$ cat src/rtl/any1_memseq_pkg.sv
// any1_memseq_pkg: shared types and helpers for the load/store memory sequencer.
//   memsz_t        : access size (byte, wyde, tetra, octa)
//   memseq_state_t : sequencer FSM states
//   sel_mask()     : right-justified byte-lane mask for a size
//   sz_bytes()     : number of bytes in an access of a size
package any1_memseq_pkg;

    typedef enum logic [1:0] {
        SZ_BYTE  = 2'd0,
        SZ_WYDE  = 2'd1,
        SZ_TETRA = 2'd2,
        SZ_OCTA  = 2'd3
    } memsz_t;

    typedef enum logic [2:0] {
        ST_IDLE,
        ST_AWAIT,
        ST_BUS1,
        ST_BUS2,
        ST_NEXT,
        ST_FIN
    } memseq_state_t;

    function automatic logic [7:0] sel_mask(input memsz_t sz);
        case (sz)
            SZ_BYTE:  return 8'h01;
            SZ_WYDE:  return 8'h03;
            SZ_TETRA: return 8'h0F;
            default:  return 8'hFF;
        endcase
    endfunction

    function automatic logic [3:0] sz_bytes(input memsz_t sz);
        return 4'd1 << sz;
    endfunction

endpackage

$ cat src/rtl/any1_memseq_align.sv
// any1_memseq_align: combinational lane alignment for one element access.
// Ports:
//   i_off      byte offset of the element inside its 8-byte word
//   i_size     access size
//   i_signed   sign-extend load result
//   i_dat1     read data of the first bus word
//   i_dat2     read data of the second bus word (0 when not split)
//   i_st_data  right-justified store data
//   o_split    access crosses into the next 8-byte word
//   o_sel1/2   byte lanes for first/second bus word
//   o_dout1/2  lane-aligned write data for first/second bus word
//   o_ldata    right-justified, extended load data
module any1_memseq_align
    import any1_memseq_pkg::*;
(
    input  logic [2:0]  i_off,
    input  memsz_t      i_size,
    input  logic        i_signed,
    input  logic [63:0] i_dat1,
    input  logic [63:0] i_dat2,
    input  logic [63:0] i_st_data,
    output logic        o_split,
    output logic [7:0]  o_sel1,
    output logic [7:0]  o_sel2,
    output logic [63:0] o_dout1,
    output logic [63:0] o_dout2,
    output logic [63:0] o_ldata
);

    logic [5:0]   w_sh;
    logic [15:0]  w_sel_wide;
    logic [127:0] w_st_wide;
    logic [63:0]  w_ld_raw;

    assign w_sh = {i_off, 3'b000};

    // Shifting into a double-width word yields both halves of a split access
    // at once: the upper half is exactly what spills into the next word.
    assign w_sel_wide = {8'h00, sel_mask(i_size)} << i_off;
    assign w_st_wide  = {64'h0, i_st_data} << w_sh;
    assign o_sel1     = w_sel_wide[7:0];
    assign o_sel2     = w_sel_wide[15:8];
    assign o_dout1    = w_st_wide[63:0];
    assign o_dout2    = w_st_wide[127:64];

    assign o_split  = ({1'b0, i_off} + sz_bytes(i_size)) > 4'd8;
    assign w_ld_raw = 64'({i_dat2, i_dat1} >> w_sh);

    always_comb begin
        o_ldata = w_ld_raw;
        case (i_size)
            SZ_BYTE:  o_ldata = {{56{i_signed & w_ld_raw[7]}},  w_ld_raw[7:0]};
            SZ_WYDE:  o_ldata = {{48{i_signed & w_ld_raw[15]}}, w_ld_raw[15:0]};
            SZ_TETRA: o_ldata = {{32{i_signed & w_ld_raw[31]}}, w_ld_raw[31:0]};
            default:  o_ldata = w_ld_raw;
        endcase
    end

endmodule

$ cat src/rtl/any1_memseq.sv
// any1_memseq: load/store memory sequencer behind address generation.
// Drives the element index to the agen, takes the effective address one clock
// later, and runs Wishbone-style cycles on a 64-bit bus. Accesses crossing an
// 8-byte boundary become two bus cycles with cyc held high between them.
// Vector ops iterate elements 0..vl-1; any bus error aborts the op with fault.
// Ports:
//   clk, rst                 clock, synchronous active-high reset
//   req_*                    operation request (valid/ready handshake)
//   step / ea                element index out, effective address back
//   wb_*                     bus master interface
//   res_valid/data/elem      per-element completion
//   done / fault             end of op, fault held until next accept
// Configuration macro: ANY1_MEMSEQ_TIMEOUT_EN enables a bus timeout of
// TO_CYCLES clocks that behaves like wb_err_i.
module any1_memseq
    import any1_memseq_pkg::*;
#(
    parameter int TO_CYCLES = 255
)(
    input  logic        clk,
    input  logic        rst,
    input  logic        req_valid,
    output logic        req_ready,
    input  logic        req_store,
    input  logic [1:0]  req_size,
    input  logic        req_signed,
    input  logic        req_vec,
    input  logic [5:0]  req_vl,
    input  logic [63:0] req_data,
    output logic [5:0]  step,
    input  logic [31:0] ea,
    output logic        wb_cyc_o,
    output logic        wb_stb_o,
    output logic        wb_we_o,
    output logic [7:0]  wb_sel_o,
    output logic [31:0] wb_adr_o,
    output logic [63:0] wb_dat_o,
    input  logic        wb_ack_i,
    input  logic        wb_err_i,
    input  logic [63:0] wb_dat_i,
    output logic        res_valid,
    output logic [63:0] res_data,
    output logic [5:0]  res_elem,
    output logic        done,
    output logic        fault
);

    memseq_state_t r_state;
    logic          r_store;
    memsz_t        r_size;
    logic          r_signed;
    logic          r_vec;
    logic [5:0]    r_vl;
    logic [2:0]    r_off;
    logic          r_split;
    logic [63:0]   r_dat1;

    logic [2:0]    w_off;
    logic [63:0]   w_dat1;
    logic [63:0]   w_dat2;
    logic          w_split;
    logic [7:0]    w_sel1;
    logic [7:0]    w_sel2;
    logic [63:0]   w_dout1;
    logic [63:0]   w_dout2;
    logic [63:0]   w_ldata;
    logic          w_to;
    logic          w_bus_err;

    // In AWAIT the fresh ea is used directly so the bus signals can be
    // registered on the way into BUS1; later states use the latched offset.
    assign w_off  = (r_state == ST_AWAIT) ? ea[2:0] : r_off;
    assign w_dat1 = (r_state == ST_BUS2) ? r_dat1   : wb_dat_i;
    assign w_dat2 = (r_state == ST_BUS2) ? wb_dat_i : 64'd0;

    any1_memseq_align u_align (
        .i_off     (w_off),
        .i_size    (r_size),
        .i_signed  (r_signed),
        .i_dat1    (w_dat1),
        .i_dat2    (w_dat2),
        .i_st_data (req_data),
        .o_split   (w_split),
        .o_sel1    (w_sel1),
        .o_sel2    (w_sel2),
        .o_dout1   (w_dout1),
        .o_dout2   (w_dout2),
        .o_ldata   (w_ldata)
    );

`ifdef ANY1_MEMSEQ_TIMEOUT_EN
    logic [15:0] r_to_cnt;

    // Counts clocks of the current strobe; clearing while stb is low makes
    // every strobe rise start from zero.
    always_ff @(posedge clk) begin
        if (rst || !wb_stb_o)
            r_to_cnt <= '0;
        else if (!wb_ack_i && !wb_err_i)
            r_to_cnt <= r_to_cnt + 16'd1;
    end

    assign w_to = wb_stb_o && !wb_ack_i && ({16'd0, r_to_cnt} == 32'(TO_CYCLES - 1));
`else
    logic w_unused_to;
    assign w_unused_to = (TO_CYCLES != 0);
    assign w_to        = 1'b0;
`endif

    assign w_bus_err = wb_err_i | w_to;

    always_ff @(posedge clk) begin
        if (rst) begin
            r_state   <= ST_IDLE;
            r_store   <= 1'b0;
            r_size    <= SZ_BYTE;
            r_signed  <= 1'b0;
            r_vec     <= 1'b0;
            r_vl      <= '0;
            r_off     <= '0;
            r_split   <= 1'b0;
            r_dat1    <= '0;
            req_ready <= 1'b1;
            step      <= '0;
            wb_cyc_o  <= 1'b0;
            wb_stb_o  <= 1'b0;
            wb_we_o   <= 1'b0;
            wb_sel_o  <= '0;
            wb_adr_o  <= '0;
            wb_dat_o  <= '0;
            res_valid <= 1'b0;
            res_data  <= '0;
            res_elem  <= '0;
            done      <= 1'b0;
            fault     <= 1'b0;
        end else begin
            res_valid <= 1'b0;
            done      <= 1'b0;
            case (r_state)
                ST_IDLE: begin
                    if (req_valid) begin
                        r_store   <= req_store;
                        r_size    <= memsz_t'(req_size);
                        r_signed  <= req_signed;
                        r_vec     <= req_vec;
                        r_vl      <= req_vl;
                        step      <= '0;
                        fault     <= 1'b0;
                        req_ready <= 1'b0;
                        if (req_vec && req_vl == 6'd0) begin
                            done    <= 1'b1;
                            r_state <= ST_FIN;
                        end else begin
                            r_state <= ST_AWAIT;
                        end
                    end
                end
                ST_AWAIT: begin
                    r_off    <= ea[2:0];
                    r_split  <= w_split;
                    wb_cyc_o <= 1'b1;
                    wb_stb_o <= 1'b1;
                    wb_we_o  <= r_store;
                    wb_adr_o <= {ea[31:3], 3'b000};
                    wb_sel_o <= w_sel1;
                    wb_dat_o <= r_store ? w_dout1 : 64'd0;
                    r_state  <= ST_BUS1;
                end
                ST_BUS1: begin
                    if (w_bus_err) begin
                        wb_cyc_o <= 1'b0;
                        wb_stb_o <= 1'b0;
                        wb_we_o  <= 1'b0;
                        fault    <= 1'b1;
                        done     <= 1'b1;
                        r_state  <= ST_FIN;
                    end else if (wb_ack_i) begin
                        if (r_split) begin
                            // cyc stays up; stb drops for one clock between halves
                            r_dat1   <= wb_dat_i;
                            wb_stb_o <= 1'b0;
                            wb_adr_o <= wb_adr_o + 32'd8;
                            wb_sel_o <= w_sel2;
                            wb_dat_o <= r_store ? w_dout2 : 64'd0;
                            r_state  <= ST_BUS2;
                        end else begin
                            wb_cyc_o  <= 1'b0;
                            wb_stb_o  <= 1'b0;
                            wb_we_o   <= 1'b0;
                            res_valid <= 1'b1;
                            res_data  <= r_store ? 64'd0 : w_ldata;
                            res_elem  <= step;
                            r_state   <= ST_NEXT;
                        end
                    end
                end
                ST_BUS2: begin
                    if (!wb_stb_o) begin
                        wb_stb_o <= 1'b1;
                    end else if (w_bus_err) begin
                        wb_cyc_o <= 1'b0;
                        wb_stb_o <= 1'b0;
                        wb_we_o  <= 1'b0;
                        fault    <= 1'b1;
                        done     <= 1'b1;
                        r_state  <= ST_FIN;
                    end else if (wb_ack_i) begin
                        wb_cyc_o  <= 1'b0;
                        wb_stb_o  <= 1'b0;
                        wb_we_o   <= 1'b0;
                        res_valid <= 1'b1;
                        res_data  <= r_store ? 64'd0 : w_ldata;
                        res_elem  <= step;
                        r_state   <= ST_NEXT;
                    end
                end
                ST_NEXT: begin
                    if (!r_vec || step == r_vl - 6'd1) begin
                        done    <= 1'b1;
                        r_state <= ST_FIN;
                    end else begin
                        step    <= step + 6'd1;
                        r_state <= ST_AWAIT;
                    end
                end
                ST_FIN: begin
                    req_ready <= 1'b1;
                    r_state   <= ST_IDLE;
                end
                default: r_state <= ST_IDLE;
            endcase
        end
    end

endmodule

$ cat config.mk
export PLATFORM = sky130hd
export DESIGN_NAME = any1_memseq
export DESIGN_NICKNAME = d
export VERILOG_FILES = /design/src/rtl/any1_memseq_pkg.sv /design/src/rtl/any1_memseq_align.sv /design/src/rtl/any1_memseq.sv
export SDC_FILE = /design/constraint.sdc
export NUM_CORES = 1
export LEC_CHECK = 0
export CAP_MARGIN = 30
export CORE_UTILIZATION = 35
export CTS_BUF_LIST = sky130_fd_sc_hd__clkbuf_8 sky130_fd_sc_hd__clkbuf_16
export DETAILED_ROUTE_END_ITERATION = 16
export HOLD_SLACK_MARGIN = 0.02
export SYNTH_ARGS = -nofsm -noshare
export SYNTH_HDL_FRONTEND = slang
export SYNTH_SLANG_ARGS = --single-unit
$ cat constraint.sdc
create_clock -name clk -period 3.42 [get_ports clk]
set_input_delay 0.684 -clock clk [delete_from_list [all_inputs] [get_ports clk]]
set_output_delay 0.684 -clock clk [all_outputs]
set_load 0.02 [all_outputs]
==> results_dict.tcl <==
set metrics [dict create \
    ys_seq_area_share_pct 32.9 \
    final_core_utilization_pct 48.3 \
    finalClockSkew_ns 0.0292 \
    synth_top_flop_cell "sky130_fd_sc_hd__dfxtp_1" \
    die_height_um 217 \
    r2r.worst_path.cells 8 \
    power_leakage_uw 0.00839 \
    multi_input_comb_area_um2 10200 \
    tritoncts "built" \
    setup_viol 0 \
    antenna_violating_nets_post_route 0 \
    syn-cell-area_um2 16200 \
    vias_per_cell 5.83 \
    crit_cells 8 \
    yosys.area_share.simple_pct 17.6 \
    arrival_ns 3.59 \
    ctsHoldBuffers 0 \
    grt_antenna_before_repair 1 \
    floorplan_core_area_um2 45500 \
    hold-path-cell-count 2 \
    clkTransAtPathRegs_ns 0.06 \
    crit_chain "nand3b_1 -> buf_12 -> buf_4 -> mux2i_1 -> mux2i_1 -> mux4_2 -> a22oi_1 -> nor2_1" \
    yosys-mux-area-fraction_pct 18.5 \
    grt_total_ovfl 0 \
    power.density_nw_per_um2 487 \
    critical-path-max-stage-delay_ns 0.61 \
    critPathMostFrequentCell "sky130_fd_sc_hd__mux2i_1" \
    grt_pass1_wl_mm 103 \
    fin_tns_setup_ns 0 \
    layout-drive-gt1-share_pct 7.65 \
    synth-xor-area-share_pct 0.703 \
    critPathCaptureType "register" \
    peakVddDrop_mv 0.294 \
    syn_inst 2071 \
    clock_latency_ns 0.56 \
    synth_edf_count 0 \
    timing.final.crit_period_ns 3.17 \
    synth_area_per_cell_um2 7.82 \
    syn2layout_area_growth_pct 35.6 \
    worstMarginPinSlew_ns 0.979 \
    post_cts_resize_count 0 \
    run_status "finished, final reports clean" \
    critical_path_top_delay_cell "sky130_fd_sc_hd__dfxtp_1" \
    timing_max_transition_violations_final 0 \
    wl_per_cell_um 23.2 \
    synthArstFlopShare_pct 0 \
    h-tree-depth 2 \
    cts.repair_timing.setup_buffer_count 0 \
    placedCellCount 2944 \
    detailedRoute.firstIterationViolations 1945 \
    via_count 17511 \
    wp_buf_inv 2 \
    ctsRootBufferMaster "sky130_fd_sc_hd__clkbuf_16" \
    place.port_buffers 359 \
    place_congestion 1.00 \
    n_fill_cell 4503 \
    half_perimeter_wire_length_of_the_detailed_placement_result_mm 51.6 \
    criticalPathCategory "reg2reg" \
    grt_max_degree 65 \
    path_delay_family "multiplexers" \
    grt_util_all_layers_pct 28.6 \
    timing.critical_path.fanout_max 61 \
    req_time_crit_path_ns 3.84 \
    number_of_rows_created_at_floorplan 78 \
    synth_cell_type_count 73 \
    dominant_combinational_cell_family_by_area_after_synthesis "compound AO/OA/AOI/OAI gates" \
    critPathLaunchType "register" \
    relSlewSlack_pct 34.5 \
    die_area_um2 47100 \
    min-delay-start "res_data[15]" \
    timing.hold.worst.class "reg2reg" \
    drc_errors 0 \
    synth-compound-area-share_pct 24.6 \
    yosys.area_share.adder_pct 0.726 \
    clock_sinks 266 \
    critical_path.startpoint "r_state[2]" \
    grt_pass1_vias 16527 \
    syn_warnings 0 \
    layoutNonFillerInstCount 3005 \
    hold_fails_final_rpt 0 \
    io_pins 363 \
    cts_buffer_depth 3 \
    period_share_pct 92.6 \
    finalNetCount 2564 \
    detailedRoute.firstPassIterationCount 6 \
    wirelength_mm 69.7 \
    numCtsBuffers 34 \
    worstReg2RegStart "r_state[2]" \
    num_antenna_cells 0 \
    synth-seq-cells 266 \
    max-cap-violations 0 \
    start_util_pct 35.6 \
    regArea_um2 5330 \
    rsz0062_at_grt "no" \
    dieWidth_um 217 \
    reg2reg_slack_ns 0.25 \
    achievable-frequency_mhz 316 \
]
## metrics by stage
stage / worst slack [ns] / hold slack, ns / instance area [µm²] / power, µW
final: 0.252 / 0.439 / 22000 / 10700
after global routing: 0.104 / 0.464 / 22000 / 11100
after CTS: 0.295 / 0.443 / 21900 / 10700
after detailed placement: 0.187 / 0.435 / 20700 / 6840
after global placement: 0.243 / 0.430 / 20700 / 6810
after floorplan: 0.657 / 0.436 / 16200 / 5460
## layer usage
layer  up-vias  share of wire [%]  track usage [%]
met5         -              0.019                0
met4         2                5.6             15.3
met3       182                7.7             4.72
met2       889                 47             47.5
met1      8314                 40             35.2
li1       8124                  -                -
## power by group
group / leakage, µW / internal [µW] / switching [µW] / total [µW]
Clock: 0.000589 / 2360 / 1500 / 3860
Sequential: 0.00215 / 3220 / 139 / 3360
Combinational: 0.00565 / 1390 / 2080 / 3470
Total: 0.00839 / 6970 / 3720 / 10700
## registers in the layout, summed over array words and instances, names as in the netlist, 2 cells and up
name and count:
wb_adr_o 29, r_dat1 64, r_state 3, res_data 64, wb_sel_o 8, step 6
wb_dat_o 64, r_vl 6, res_elem 6, r_off 3, r_size 2
## synthesized netlist by cell type (3+ instances only)
master	count	area (µm²)
sky130_fd_sc_hd__or3_1	3	18.8
sky130_fd_sc_hd__inv_1	11	41.3
sky130_fd_sc_hd__a22o_1	8	70.1
sky130_fd_sc_hd__o22ai_1	39	244
sky130_fd_sc_hd__nor2_1	149	559
sky130_fd_sc_hd__a21o_1	11	82.6
sky130_fd_sc_hd__nor3_1	29	145
sky130_fd_sc_hd__ha_1	7	87.6
sky130_fd_sc_hd__a22oi_1	47	353
sky130_fd_sc_hd__mux4_2	14	315
sky130_fd_sc_hd__a221oi_1	17	149
sky130_fd_sc_hd__o31ai_1	15	113
sky130_fd_sc_hd__o21bai_1	10	75.1
sky130_fd_sc_hd__nor3b_1	3	22.5
sky130_fd_sc_hd__and4_1	4	35.0
sky130_fd_sc_hd__o21ai_1	24	120
sky130_fd_sc_hd__xor2_1	5	43.8
sky130_fd_sc_hd__dfxtp_1	266	5330
sky130_fd_sc_hd__nand2_1	417	1570
sky130_fd_sc_hd__and2_1	13	81.3
sky130_fd_sc_hd__o221ai_1	19	166
sky130_fd_sc_hd__o21ai_0	104	521
sky130_fd_sc_hd__buf_2	37	185
sky130_fd_sc_hd__o2111a_1	8	90.1
sky130_fd_sc_hd__buf_4	14	105
sky130_fd_sc_hd__a31oi_1	9	56.3
sky130_fd_sc_hd__a311oi_1	6	52.6
sky130_fd_sc_hd__a21oi_1	221	1110
sky130_fd_sc_hd__nand2b_1	5	31.3
sky130_fd_sc_hd__xnor2_1	8	70.1
sky130_fd_sc_hd__nor4_1	5	31.3
sky130_fd_sc_hd__nor2b_1	8	50.1
sky130_fd_sc_hd__and3_1	8	50.1
sky130_fd_sc_hd__nand4_1	4	25.0
sky130_fd_sc_hd__o211ai_1	16	120
sky130_fd_sc_hd__a2bb2oi_1	16	140
sky130_fd_sc_hd__mux2i_1	266	2660
sky130_fd_sc_hd__buf_1	13	48.8
sky130_fd_sc_hd__nand3_1	20	100
sky130_fd_sc_hd__o2bb2ai_1	24	210
sky130_fd_sc_hd__clkbuf_1	109	409
sky130_fd_sc_hd__a211oi_1	19	143
## worst paths after layout
path                                endpoint
worst max-delay path             res_data[2]
worst min-delay path            res_data[15]
worst max register to register   res_data[2]
worst min register to register  res_data[15]
## layout by cell type, fill, tap and decap left out, drive strengths merged, types with 5 or more instances in the layout
| master | n |
|---|---|
| a211oi | 19 |
| a21o | 11 |
| a21oi | 221 |
| a221oi | 17 |
| a22o | 8 |
| a22oi | 47 |
| a2bb2oi | 16 |
| a311oi | 6 |
| a31oi | 9 |
| and2 | 13 |
| and3 | 8 |
| buf | 86 |
| clkbuf | 43 |
| clkdlybuf4s50 | 358 |
| clkinv | 9 |
| clkinvlp | 5 |
| dfxtp | 266 |
| ha | 7 |
| inv | 14 |
| mux2i | 267 |
| mux4 | 14 |
| nand2 | 417 |
| nand2b | 5 |
| nand3 | 20 |
| nor2 | 149 |
| nor2b | 8 |
| nor3 | 31 |
| nor4 | 6 |
| o2111a | 8 |
| o211ai | 16 |
| o21ai | 129 |
| o21bai | 10 |
| o221ai | 19 |
| o22ai | 39 |
| o2bb2ai | 24 |
| o31ai | 16 |
| xnor2 | 8 |
| xor2 | 5 |
## layout make-up
cell class | instances | share of cell area (%)
clock inverters | 18 | 1.04
multi-input cells | 1620 | 46.2
repair buffers | 444 | 20.3
clock buffers | 43 | 4.49
flip-flops and latches | 266 | 24.3
well taps | 600 | 3.42
inverters | 14 | 0.268
## worst min-delay path, delay by kind of cell (launching register included)
family           cells  cell delay, ns
DFF                  1            0.31
and+or+nand+nor      2            0.09
## cells by family after synthesis
group / Yosys count
simple gates: 682
compound gates: 632
mux: 281
flops: 266
buf+inv: 187
xor+xnor: 13
fa+ha+maj: 9
other cells: 1
Note: power is estimated with default switching activity, not from simulation.
